$ cat src/rtl/spi_byte_phy.sv
// Byte-level SPI master shifter (CPOL=0, CPHA=1) feeding an ADS1256-class ADC.
// Shifts one byte out on DIN MSB-first while sampling DOUT through a synchronizer.
module spi_byte_phy #(
  parameter int HALF_PERIOD = 4,
  parameter int SYNC_STAGES = 2
) (
  input  logic       clock_i,
  input  logic       reset_i,
  input  logic       spi_start_i,
  input  logic [7:0] tx_buffer_i,
  output logic       spi_done_o,
  output logic [7:0] rx_byte_o,
  output logic       busy_o,
  output logic       SCLK_o,
  output logic       DIN_o,
  input  logic       DOUT_i
);

  generate
    if (HALF_PERIOD < 3 || HALF_PERIOD > 255) begin : g_half_period_check
      $fatal(1, "spi_byte_phy: HALF_PERIOD must be within 3..255");
    end
    if (SYNC_STAGES < 1) begin : g_sync_stages_check
      $fatal(1, "spi_byte_phy: SYNC_STAGES must be at least 1");
    end
  endgenerate

  typedef enum logic [1:0] {IDLE, HIGH, LOW, DONE} state_t;

  localparam logic [7:0] HP_LAST = 8'(HALF_PERIOD - 1);

  state_t                 state, state_n;
  logic [7:0]             half_cnt, half_cnt_n;
  logic [2:0]             bit_cnt, bit_cnt_n;
  logic [7:0]             tx_sr, tx_sr_n;
  logic [7:0]             rx_sr, rx_sr_n;
  logic [7:0]             rx_byte_n;
  logic                   din_n;
  logic [SYNC_STAGES-1:0] dout_sync;
  logic                   dout_s;

  assign dout_s = dout_sync[SYNC_STAGES-1];

  // DOUT is asynchronous to clock_i; HALF_PERIOD >= 3 covers this delay.
  always_ff @(posedge clock_i or posedge reset_i) begin
    if (reset_i) begin
      dout_sync <= '0;
    end else begin
      dout_sync[0] <= DOUT_i;
      for (int i = 1; i < SYNC_STAGES; i++) begin
        dout_sync[i] <= dout_sync[i-1];
      end
    end
  end

  always_comb begin
    state_n    = state;
    half_cnt_n = half_cnt;
    bit_cnt_n  = bit_cnt;
    tx_sr_n    = tx_sr;
    rx_sr_n    = rx_sr;
    rx_byte_n  = rx_byte_o;
    din_n      = DIN_o;
    case (state)
      IDLE, DONE: begin
        // DONE also accepts so a start asserted off spi_done chains with no gap.
        state_n = IDLE;
        din_n   = 1'b0;
        if (spi_start_i) begin
          state_n    = HIGH;
          tx_sr_n    = tx_buffer_i;
          din_n      = tx_buffer_i[7];
          bit_cnt_n  = 3'd0;
          half_cnt_n = 8'd0;
        end
      end
      HIGH: begin
        if (half_cnt == HP_LAST) begin
          state_n    = LOW;
          half_cnt_n = 8'd0;
          rx_sr_n    = {rx_sr[6:0], dout_s};
        end else begin
          half_cnt_n = half_cnt + 8'd1;
        end
      end
      LOW: begin
        if (half_cnt == HP_LAST) begin
          half_cnt_n = 8'd0;
          if (bit_cnt == 3'd7) begin
            state_n   = DONE;
            rx_byte_n = rx_sr;
            din_n     = 1'b0;
          end else begin
            state_n   = HIGH;
            bit_cnt_n = bit_cnt + 3'd1;
            tx_sr_n   = {tx_sr[6:0], 1'b0};
            din_n     = tx_sr[6];
          end
        end else begin
          half_cnt_n = half_cnt + 8'd1;
        end
      end
      default: state_n = IDLE;
    endcase
  end

  // Every pin is registered off the next state so SCLK stays glitch-free.
  always_ff @(posedge clock_i or posedge reset_i) begin
    if (reset_i) begin
      state      <= IDLE;
      half_cnt   <= 8'd0;
      bit_cnt    <= 3'd0;
      tx_sr      <= 8'd0;
      rx_sr      <= 8'd0;
      rx_byte_o  <= 8'd0;
      DIN_o      <= 1'b0;
      SCLK_o     <= 1'b0;
      busy_o     <= 1'b0;
      spi_done_o <= 1'b0;
    end else begin
      state      <= state_n;
      half_cnt   <= half_cnt_n;
      bit_cnt    <= bit_cnt_n;
      tx_sr      <= tx_sr_n;
      rx_sr      <= rx_sr_n;
      rx_byte_o  <= rx_byte_n;
      DIN_o      <= din_n;
      SCLK_o     <= (state_n == HIGH);
      busy_o     <= (state_n == HIGH) || (state_n == LOW);
      spi_done_o <= (state_n == DONE);
    end
  end

endmodule

$ cat config.mk
export PLATFORM = sky130hd
export DESIGN_NAME = spi_byte_phy
export DESIGN_NICKNAME = d
export VERILOG_FILES = /design/src/rtl/spi_byte_phy.sv
export SDC_FILE = /design/constraint.sdc
export NUM_CORES = 1
export LEC_CHECK = 0
export ABC_CLOCK_PERIOD_IN_PS = 5800
export CAP_MARGIN = 20
export CORE_ASPECT_RATIO = 1.1
export CORE_MARGIN = 8
export CORE_UTILIZATION = 33
export CTS_CLUSTER_SIZE = 10
export DETAILED_ROUTE_END_ITERATION = 12
export SYNTH_ARGS = -nofsm -noshare
export SYNTH_HDL_FRONTEND = slang
export SYNTH_SLANG_ARGS = --single-unit
$ cat constraint.sdc
create_clock -name clock_i -period 5.8 [get_ports clock_i]
set_input_delay 0.87 -clock clock_i [delete_from_list [all_inputs] [get_ports clock_i]]
set_output_delay 0.87 -clock clock_i [all_outputs]
set_load 0.005 [all_outputs]
Word-level counts from Yosys, hierarchy flattened
Cells that the tools add are included.
{ "totals": {"input_bits": 12, "reg_bits": 42, "out_inout_bits": 12} }
{ "op_classes": {"reduce_logical": 9, "n_eq_ne": 11, "n_mux": 20, "add_sub_neg": 2} }
{ "ops": {"columns": ["cell", "n"], "rows": [
  ["7-bit two-way mux", 3],
  ["8-bit two-way mux", 2],
  ["8-bit one-hot mux with 2 select lines", 1],
  ["7-bit one-hot mux with 2 select lines", 1],
  ["3-bit two-way mux", 3],
  ["8-bit by 1-bit adder with 8-bit output, second input constant", 1],
  ["2-bit equality test, second input constant", 4],
  ["8-bit by 2-bit equality test with 1-bit output, second input constant", 1],
  ["2-bit two-way mux", 3],
  ["2-bit inequality test, second input constant", 3],
  ["2-bit one-hot mux with 3 select lines", 1],
  ["3-bit one-hot mux with 2 select lines", 1],
  ["2-bit by 1-bit equality test with 1-bit output, second input constant", 2],
  ["1-bit two-way mux", 4],
  ["2-bit AND reduction", 2],
  ["4-bit AND reduction", 1],
  ["2-bit OR reduction", 2],
  ["3-bit by 1-bit adder with 3-bit output, second input constant", 1],
  ["3-bit equality test, second input constant", 1],
  ["3-bit AND reduction", 1],
  ["2-bit logical NOT", 1],
  ["1-bit one-hot mux with 2 select lines", 1],
  ["2-bit nonzero test", 1],
  ["1-bit logical OR", 1]
]} }

Logic depth before layout (Yosys ltp)
Gate-level depths: netlist of run 1.
{ "logic_depth": {"ltp_word": 6, "depth_mapped": 7} }

Least setup slack after synthesis of run 1
Ideal clock, no wire load.
{ "synth_timing": {"path_kind": "input port to flip-flop", "start": "input spi_start_i", "end": "register tx_sr[1]", "arrival_time_ns": 1.845, "setup_ns": 0.123, "stages": 4, "slack_ns": 3.832, "path_buffers": 0, "path_cell_list": "nor2b_1 > nor4_4 > or2b_2 > o221a_2"} }
{ "synth_between": {"elab_chain_cells": 2} }
{ "synth_rtl": {"columns": ["item", "line", "text"], "rows": [
  ["start: declaration", "9", "input logic spi_start_i,"],
  ["2-bit inequality test (no line)", null, null],
  ["4-bit AND reduction (no line)", null, null],
  ["end signal: assignment", "124", "tx_sr <= tx_sr_n;"],
  ["end: declaration", "35", "logic [7:0] tx_sr, tx_sr_n;"]
]} }
Every way passes these cells.
A chain may end at the register's enable or synchronous reset.

Worst setup path in the final report of run 1
{ "layout_timing": {"start": "input spi_start_i", "end": "register tx_sr[3]"} }
Same word-level chain as after synthesis.

==> results.md, run 1 <==
- Initial Util: between 30% and 40%
- # hold bufs at CTS: 0
- Largest net degree at the start of global routing: 43
- Die area: 8451 um2
- Hpwl dp: about 2500 um
- Worst Hold Class: reg2reg
- ANT cells: 0
- First-pass GRT wire length: 6327 um
- Max_slew headroom: between 50% and 60%
- #FFs+latches synth: 42
- Gate Count Post-Synth: 157
- # IOs: 24
- Fin Clk Skew: roughly 0.0093 ns
- Root Buffer: clkbuf_8
- Seq pwr share: 46.9%
- Sequence of cells on the critical path: clkdlybuf4s50_1 -> nor2b_1 -> nor4_4 -> or2b_2 -> o221a_2
- Max frequency: between 0.4 and 0.5 GHz
- Syn Nets: approximately 180
- Vias in the first global route: 1,389
- Vias: 1,312
- P per Cell Area: 378.4 nW/um2
- Endpoints failing hold: 0
- Design Area, Final: ~2300 um2
- Dpl cell area: about 2200 um2
- Static Leak: between 0.001 and 0.0015 uW
- Worst endpoint required time: between 5 and 6 ns
- Grt ovf: 0
- Clk slew on worst S/H paths: ~0.08 ns
- Drt via density: between 4 and 5
- Period utilization: around 43%
- CTS tree: yes
- Yosys cell types: 36
- Clock Sinks: 42
- Seq/Total Area, Yosys: a little under three fifths
- Synthesized area: roughly 1900 um2
- Worst flop-to-flop path endpoint: tx_sr[3]
- Area contributors post-synth: dfrtp_1 (55%), mux2_2 (11%), ha_1 (3.9%)
- # H-tree levels: 2
- Core ar.: between 5000 and 6000 um2
- Worst Tran Pin Value: around 0.7 ns
- Core Rows: 29
- Clk_lat worst skew: ~0.30 ns
- Power, Total: just under 900 uW
- RSZ-0062 raised after global routing: false
- Status: finished, final reports clean
- Post-CTS sizing: 0
- Setup Total Neg Slack: 0 ns
- Worst setup path category: in2reg
- Slowest CP cell: nor2b_1
- PortBufs: 23
- VDD IR max: around 0.19 mV
- Cts bufs inserted: 5
- Switching share of power: around a third
- Sw power: between 200 and 300 uW
- WL final: around 3600 um
- R2r startpoint: state[0]
- HP Start: dout_sync[0]
- Post-route minimum period: ~2.5 ns
- Initial antenna violation count: 0
- Final ANT Viol Nets: 0
- CP endpoint kind: flip-flop
- CTS max path bufs: 2
- Synthesis-to-finish area growth: 21.84%
- Startpoint Class: primary input
- Crit path buf inv count: 1
- DRC: 0
- Crit-path max FO: 12
- Int Power: slightly below 600 uW
- Die Wd: around 88 um
- Final-report setup violation count: 0
- Post-synth top area cell: dfrtp_1
- Post-CTS Setup Bufs: 0
- R2R Setup Slk: about 3.4 ns
- Die H: approximately 96 um
- Global placer's final weighted congestion: roughly 0.75
- CP arrival: 2.66 ns
- Max-cap viol count: 0
- Clock Power Share: 22.5%
- # fillers: approximately 560
- Hold path depth: 0
- Max stage delay on crit path: slightly below 0.5 ns
- Family with the most delay on the worst path: simple AND/OR/NAND/NOR gates
- Area fraction of the dominant cell type after synthesis: 55.26%
- Fin. max-slew vios: 0
- DRT iter0 DRCs: 84
- Hold endpoint: dout_sync[1]
- Average size of a mapped cell: ~12 um2
- Layout Nets: 203
- Combinational power share: 30.5%
- Layout cells sized above 1: 22.58%
- Reg2reg path depth: 6
- Iteration count of the initial detailed-routing pass: 4
- Routed WL per cell: 13.56 um
- GRT Util Overall: about a tenth
- Warnings, synthesis: 0
- Setup crit start: spi_start_i
[layout by cell type (no fill, tap or decap), drive strengths merged, types with 2 or more instances in the layout]
| cell type | synthesis | final |
|---|---|---|
| a21oi | 5 | 5 |
| a22o | 2 | 2 |
| a31oi | 5 | 5 |
| clkbuf | 2 | 5 |
| clkdlybuf4s50 | 0 | 23 |
| dfrtp | 42 | 42 |
| ha | 6 | 6 |
| inv | 6 | 7 |
| mux2 | 18 | 18 |
| nand2 | 16 | 16 |
| nand2b | 7 | 7 |
| nand3 | 3 | 3 |
| nor2 | 7 | 7 |
| nor2b | 3 | 3 |
| nor4 | 2 | 2 |
| o21ai | 9 | 9 |
| o221a | 6 | 6 |
| o311a | 2 | 2 |
[metal layers]
layer | vias to the layer above | global-route usage [%] | wire [um]
li1 | 629 | - | -
met1 | 660 | 11.62 | 1657
met3 | 6 | 3.276 | 146
met4 | 0 | 4.231 | 73
met2 | 17 | 15.20 | 1688
met5 | - | 0 | 0
[how the worst max path moves through the flow]
stage	endpoint	depth (start not counted)	slack, ns
finish	tx_sr[3]	5	3.33
global route	tx_sr[5]	6	3.24
floorplan	tx_sr[1]	4	3.83
global placement	tx_sr[5]	5	3.11
CTS	tx_sr[3]	5	3.33
detailed placement	tx_sr[5]	5	3.03
[Yosys cell counts]
| library cell | number |
|---|---|
| dfrtp_1 | 42 |
| mux2_2 | 18 |
| nand2_1 | 14 |
| o21ai_0 | 9 |
| nand2b_1 | 7 |
| ha_1 | 6 |
| inv_1 | 6 |
| o221a_2 | 6 |
| a21oi_1 | 5 |
| a31oi_1 | 5 |
| nor2_1 | 5 |
| nand3_1 | 3 |
| nor2b_1 | 3 |
| a22o_1 | 2 |
| clkbuf_1 | 2 |
| nand2_2 | 2 |
| nor2_2 | 2 |
| o311a_1 | 2 |
| a2111oi_2 | 1 |
| a41oi_1 | 1 |
| and2_1 | 1 |
| and3_1 | 1 |
| and4_1 | 1 |
| buf_2 | 1 |
| nand4bb_1 | 1 |
| nor3b_1 | 1 |
| nor4_1 | 1 |
| nor4_4 | 1 |
| o22ai_1 | 1 |
| o31a_1 | 1 |
| o31ai_1 | 1 |
| or2b_2 | 1 |
| or3_1 | 1 |
| or3b_2 | 1 |
| or4_4 | 1 |
| xnor2_1 | 1 |
[per-stage QoR]
stage	setup WS [ns]	util, %	instances	hold WS, ns
after floorplan	3.832	-	157	0.3312
after global placement	3.113	39.28	255	0.3338
after detailed placement	3.033	39.28	255	0.3347
after CTS	3.333	40.94	263	0.3553
after global routing	3.239	40.94	263	0.3599
final	3.329	40.94	263	0.3544
[cells by family (layout without fill, tap and decap cells)]
| family | count (synthesis) | count (layout) | share of synthesized area (%) |
|---|---|---|---|
| XOR/XNOR | 1 | 1 | 0.4606 |
| flip-flops | 42 | 42 | 55.26 |
| multiplexers | 18 | 18 | 10.66 |
| AND/OR/NAND/NOR | 47 | 47 | 14.54 |
| adder cells (fa/ha/maj) | 6 | 6 | 3.947 |
| AO/OA/AOI/OAI | 34 | 34 | 13.29 |
| buffers and inverters | 9 | 38 | 1.842 |
[power groups by stage]
stage / Clock [uW] / Combinational, uW / Sequential (uW)
after global routing: 218 / 304 / 422
after CTS: 208 / 273 / 412
after detailed placement: 0 / 273 / 415
after global placement: 0 / 265 / 419
after floorplan: 0 / 204 / 399
final: 198 / 268 / 411
[final cells by class]
type                            count  area (um2)  area share (%)
Timing Repair Buffer               24       237.7           10.26
Clock inverter                      3       25.02           1.080
Multi-Input combinational cell    106       815.8           35.21
Clock buffer                        5       68.82           2.970
Sequential cell                    42        1051           45.36
Tap cell                           77       96.34           4.158
Inverter                            6       22.52          0.9719
[sequential cells by signal, summed over array words and instances, names as in the netlist]
| signal | cells |
|---|---|
| DIN_o | 1 |
| SCLK_o | 1 |
| bit_cnt | 3 |
| busy_o | 1 |
| dout_sync | 2 |
| half_cnt | 8 |
| rx_byte_o | 8 |
| rx_sr | 8 |
| spi_done_o | 1 |
| state | 2 |
| tx_sr | 7 |
[worst reg2reg max path, stage by stage (launching register included)]
cell and delay [ns]:
dfrtp_1 0.35, inv_1 0.06, ha_1 0.52, nor2b_1 0.54
nor4_4 0.16, or2b_2 0.40, o221a_2 0.27
(Power assumes the default switching activity.)
==> inputs of run 2 (changes only) <==
Settings changed: ABC_CLOCK_PERIOD_IN_PS 5800 to 2300.
Clock period 5.8 ns to 2.3 ns, I/O delays scaled along.
==> run 2 against run 1 <==
  * Clock skew down 0.0033 ns
  * Utilization up 0.69 points
  * Sequential power rose to 2.5 times the previous value
  * Non-clock buffer count up 5
  * First-iteration DRC count down 15%
  * Via count down 0.99%
  * Critical path type is now reg2reg
  * Largest power group unchanged
==> results.md, run 2 (synthesis gave the netlist of run 1 again) <==
- Final ANT Viol Nets: 0 (unchanged)
- Hold path depth: 0 (unchanged)
- Initial antenna violation count: 0 (unchanged)
- P per Cell Area: 951.2 nW/um2 (+150%)
- Vias in the first global route: 1,320 (-5.0%)
- ANT cells: 0 (unchanged)
- Period utilization: approximately nine tenths
- Crit path buf inv count: 2 (+1)
- Clk slew on worst S/H paths: 0.08 ns (about the same)
- Fin cells: 268 (+1.9%)
- Die H: 95.62 um (unchanged)
- Most common cell after layout, fill and taps aside: dfrtp_1
- Layout cells sized above 1: 25.13% (+2.6 points)
- CP arrival: 2.23 ns (-0.43 ns)
- Fin. max-slew vios: 0 (unchanged)
- Hold endpoint: dout_sync[1]
- WL final: 3534 um (-0.90%)
- Sequence of cells on the critical path: ha_1 -> nor3b_2 -> a21oi_1 -> a2111oi_2 -> inv_1 -> ha_1 -> inv_1
- # IOs: 24 (unchanged)
- First-pass GRT wire length: 6237 um (-1.4%)
- R2R Setup Slk: 0.26 ns (-3.13 ns)
- Post-CTS sizing: 0 (unchanged)
- Power, Total: 2241 uW (+160%)
- Vias: 1,299 (-0.99%)
- Status: finished, final reports clean
- RSZ-0062 raised after global routing: false
- HP Start: dout_sync[0]
- Die area: 8451 um2 (unchanged)
- Cts bufs inserted: 5 (unchanged)
- # fillers: 575 (+2.0%)
- Post-route minimum period: roughly 2 ns
- Max stage delay on crit path: 0.43 ns (-0.06 ns)
- Max_slew headroom: 55.34% (+2.5 points)
- Slowest CP cell: dfrtp_1
- Worst flop-to-flop path endpoint: busy_o
- Initial Util: 33.60% (unchanged)
- Clk_lat worst skew: 0.30 ns (about the same)
- Post-CTS Setup Bufs: 0 (unchanged)
- Layout Nets: 208 (+2.5%)
- Most frequent cells in the layout: dfrtp_1 (42), clkdlybuf4s50_1 (23), mux2_2 (18), nand2_1 (14), o21ai_0 (9)
- Endpoints failing hold: 0 (unchanged)
- Grt ovf: 0 (unchanged)
- Worst Hold Class: reg2reg
- Placed insts: 260 (+2.0%)
- Setup Total Neg Slack: 0 ns (unchanged)
- Core Rows: 29 (unchanged)
- Static Leak: 0.001040 uW (+2.7%)
- Crit-path max FO: 8 (-4)
- # hold bufs at CTS: 0 (unchanged)
- Fin Clk Skew: 0.005954 ns (-0.003346 ns)
- PortBufs: 23 (unchanged)
- Worst Tran Pin Value: 0.6699 ns (-0.03790 ns)
- Die Wd: 88.38 um (unchanged)
- Hpwl dp: 2448 um (-0.30%)
- R2r startpoint: half_cnt[0]
- Largest regs: half_cnt: 8 flops, rx_byte_o: 8 flops, rx_sr: 8 flops
- Final-report setup violation count: 0 (unchanged)
- # H-tree levels: 2 (unchanged)
- VDD IR max: 0.5152 mV (+170%)
- DRT iter0 DRCs: 71 (-15%)
- Worst endpoint required time: 2.50 ns (-3.49 ns)
- GRT Util Overall: 9.501% (-0.13 points)
- Routed WL per cell: 13.19 um (-2.7%)
- Synthesis-to-finish area growth: 23.88%
- Iteration count of the initial detailed-routing pass: 4 (unchanged)
- Family with the most delay on the worst path: adder cells
- Startpoint Class: flip-flop
- CP endpoint kind: flip-flop
- Root Buffer: clkbuf_8
- Clock Sinks: 42 (unchanged)
- Core ar.: 5660 um2 (unchanged)
- CTS max path bufs: 2 (unchanged)
- Largest net degree at the start of global routing: 43 (unchanged)
- CTS tree: yes
- Max frequency: 0.4912 GHz
- DRC: 0 (unchanged)
- Worst setup path category: reg2reg
- Max-cap viol count: 0 (unchanged)
- Reg2reg path depth: 7 (+1)
- Global placer's final weighted congestion: 0.7305 (-2.5%)
- Drt via density: 4.847 (-2.8%)
[run 2: power by group]
| group | total, uW | internal, uW | switching [uW] |
|---|---|---|---|
| Combinational | 717 | 378 | 339 |
| Sequential | 1040 | 904 | 137 |
| Clock | 483 | 213 | 269 |
[run 2: through the flow]
stage / hold slack [ns] / worst slack, ns / area (um2) / utilization (%)
2_1_floorplan: 0.3312 / 0.3467 / 1902 / -
3_3_place_gp: 0.3351 / 0.2129 / 2261 / 39.94
3_5_place_dp: 0.3379 / 0.1664 / 2261 / 39.94
4_1_cts: 0.3573 / 0.1469 / 2351 / 41.53
5_1_grt: 0.3718 / 0.03594 / 2356 / 41.62
6_report: 0.3547 / 0.2641 / 2356 / 41.62
[run 2: worst max-delay path by stage]
stage                         to   startpoint  slack (ns)  depth (start not counted)
after global placement    busy_o  half_cnt[0]        0.21                          7
final                     busy_o  half_cnt[0]        0.26                          7
after CTS                 busy_o  half_cnt[0]        0.15                          7
after floorplan           busy_o  half_cnt[0]        0.35                          7
after global routing      busy_o  half_cnt[0]        0.04                          7
after detailed placement  busy_o  half_cnt[0]        0.17                          7
[run 2: cell type report]
type,instances,area (um2),area share [%]
inverters,6,22.52,0.9559
clock buffers,5,68.82,2.921
clock inverters,3,21.27,0.9028
flip-flops and latches,42,1051,44.61
repair buffers,29,275.3,11.68
multi-input cells,106,820.8,34.84
well taps,77,96.34,4.089
[run 2: layer usage]
| metal | track usage (%) | routed length, um | vias up |
|---|---|---|---|
| met5 | 0 | 0 | - |
| met4 | 3.808 | 55 | 0 |
| met3 | 3.276 | 152 | 7 |
| met2 | 14.52 | 1633 | 17 |
| met1 | 11.98 | 1693 | 633 |
| li1 | - | - | 642 |
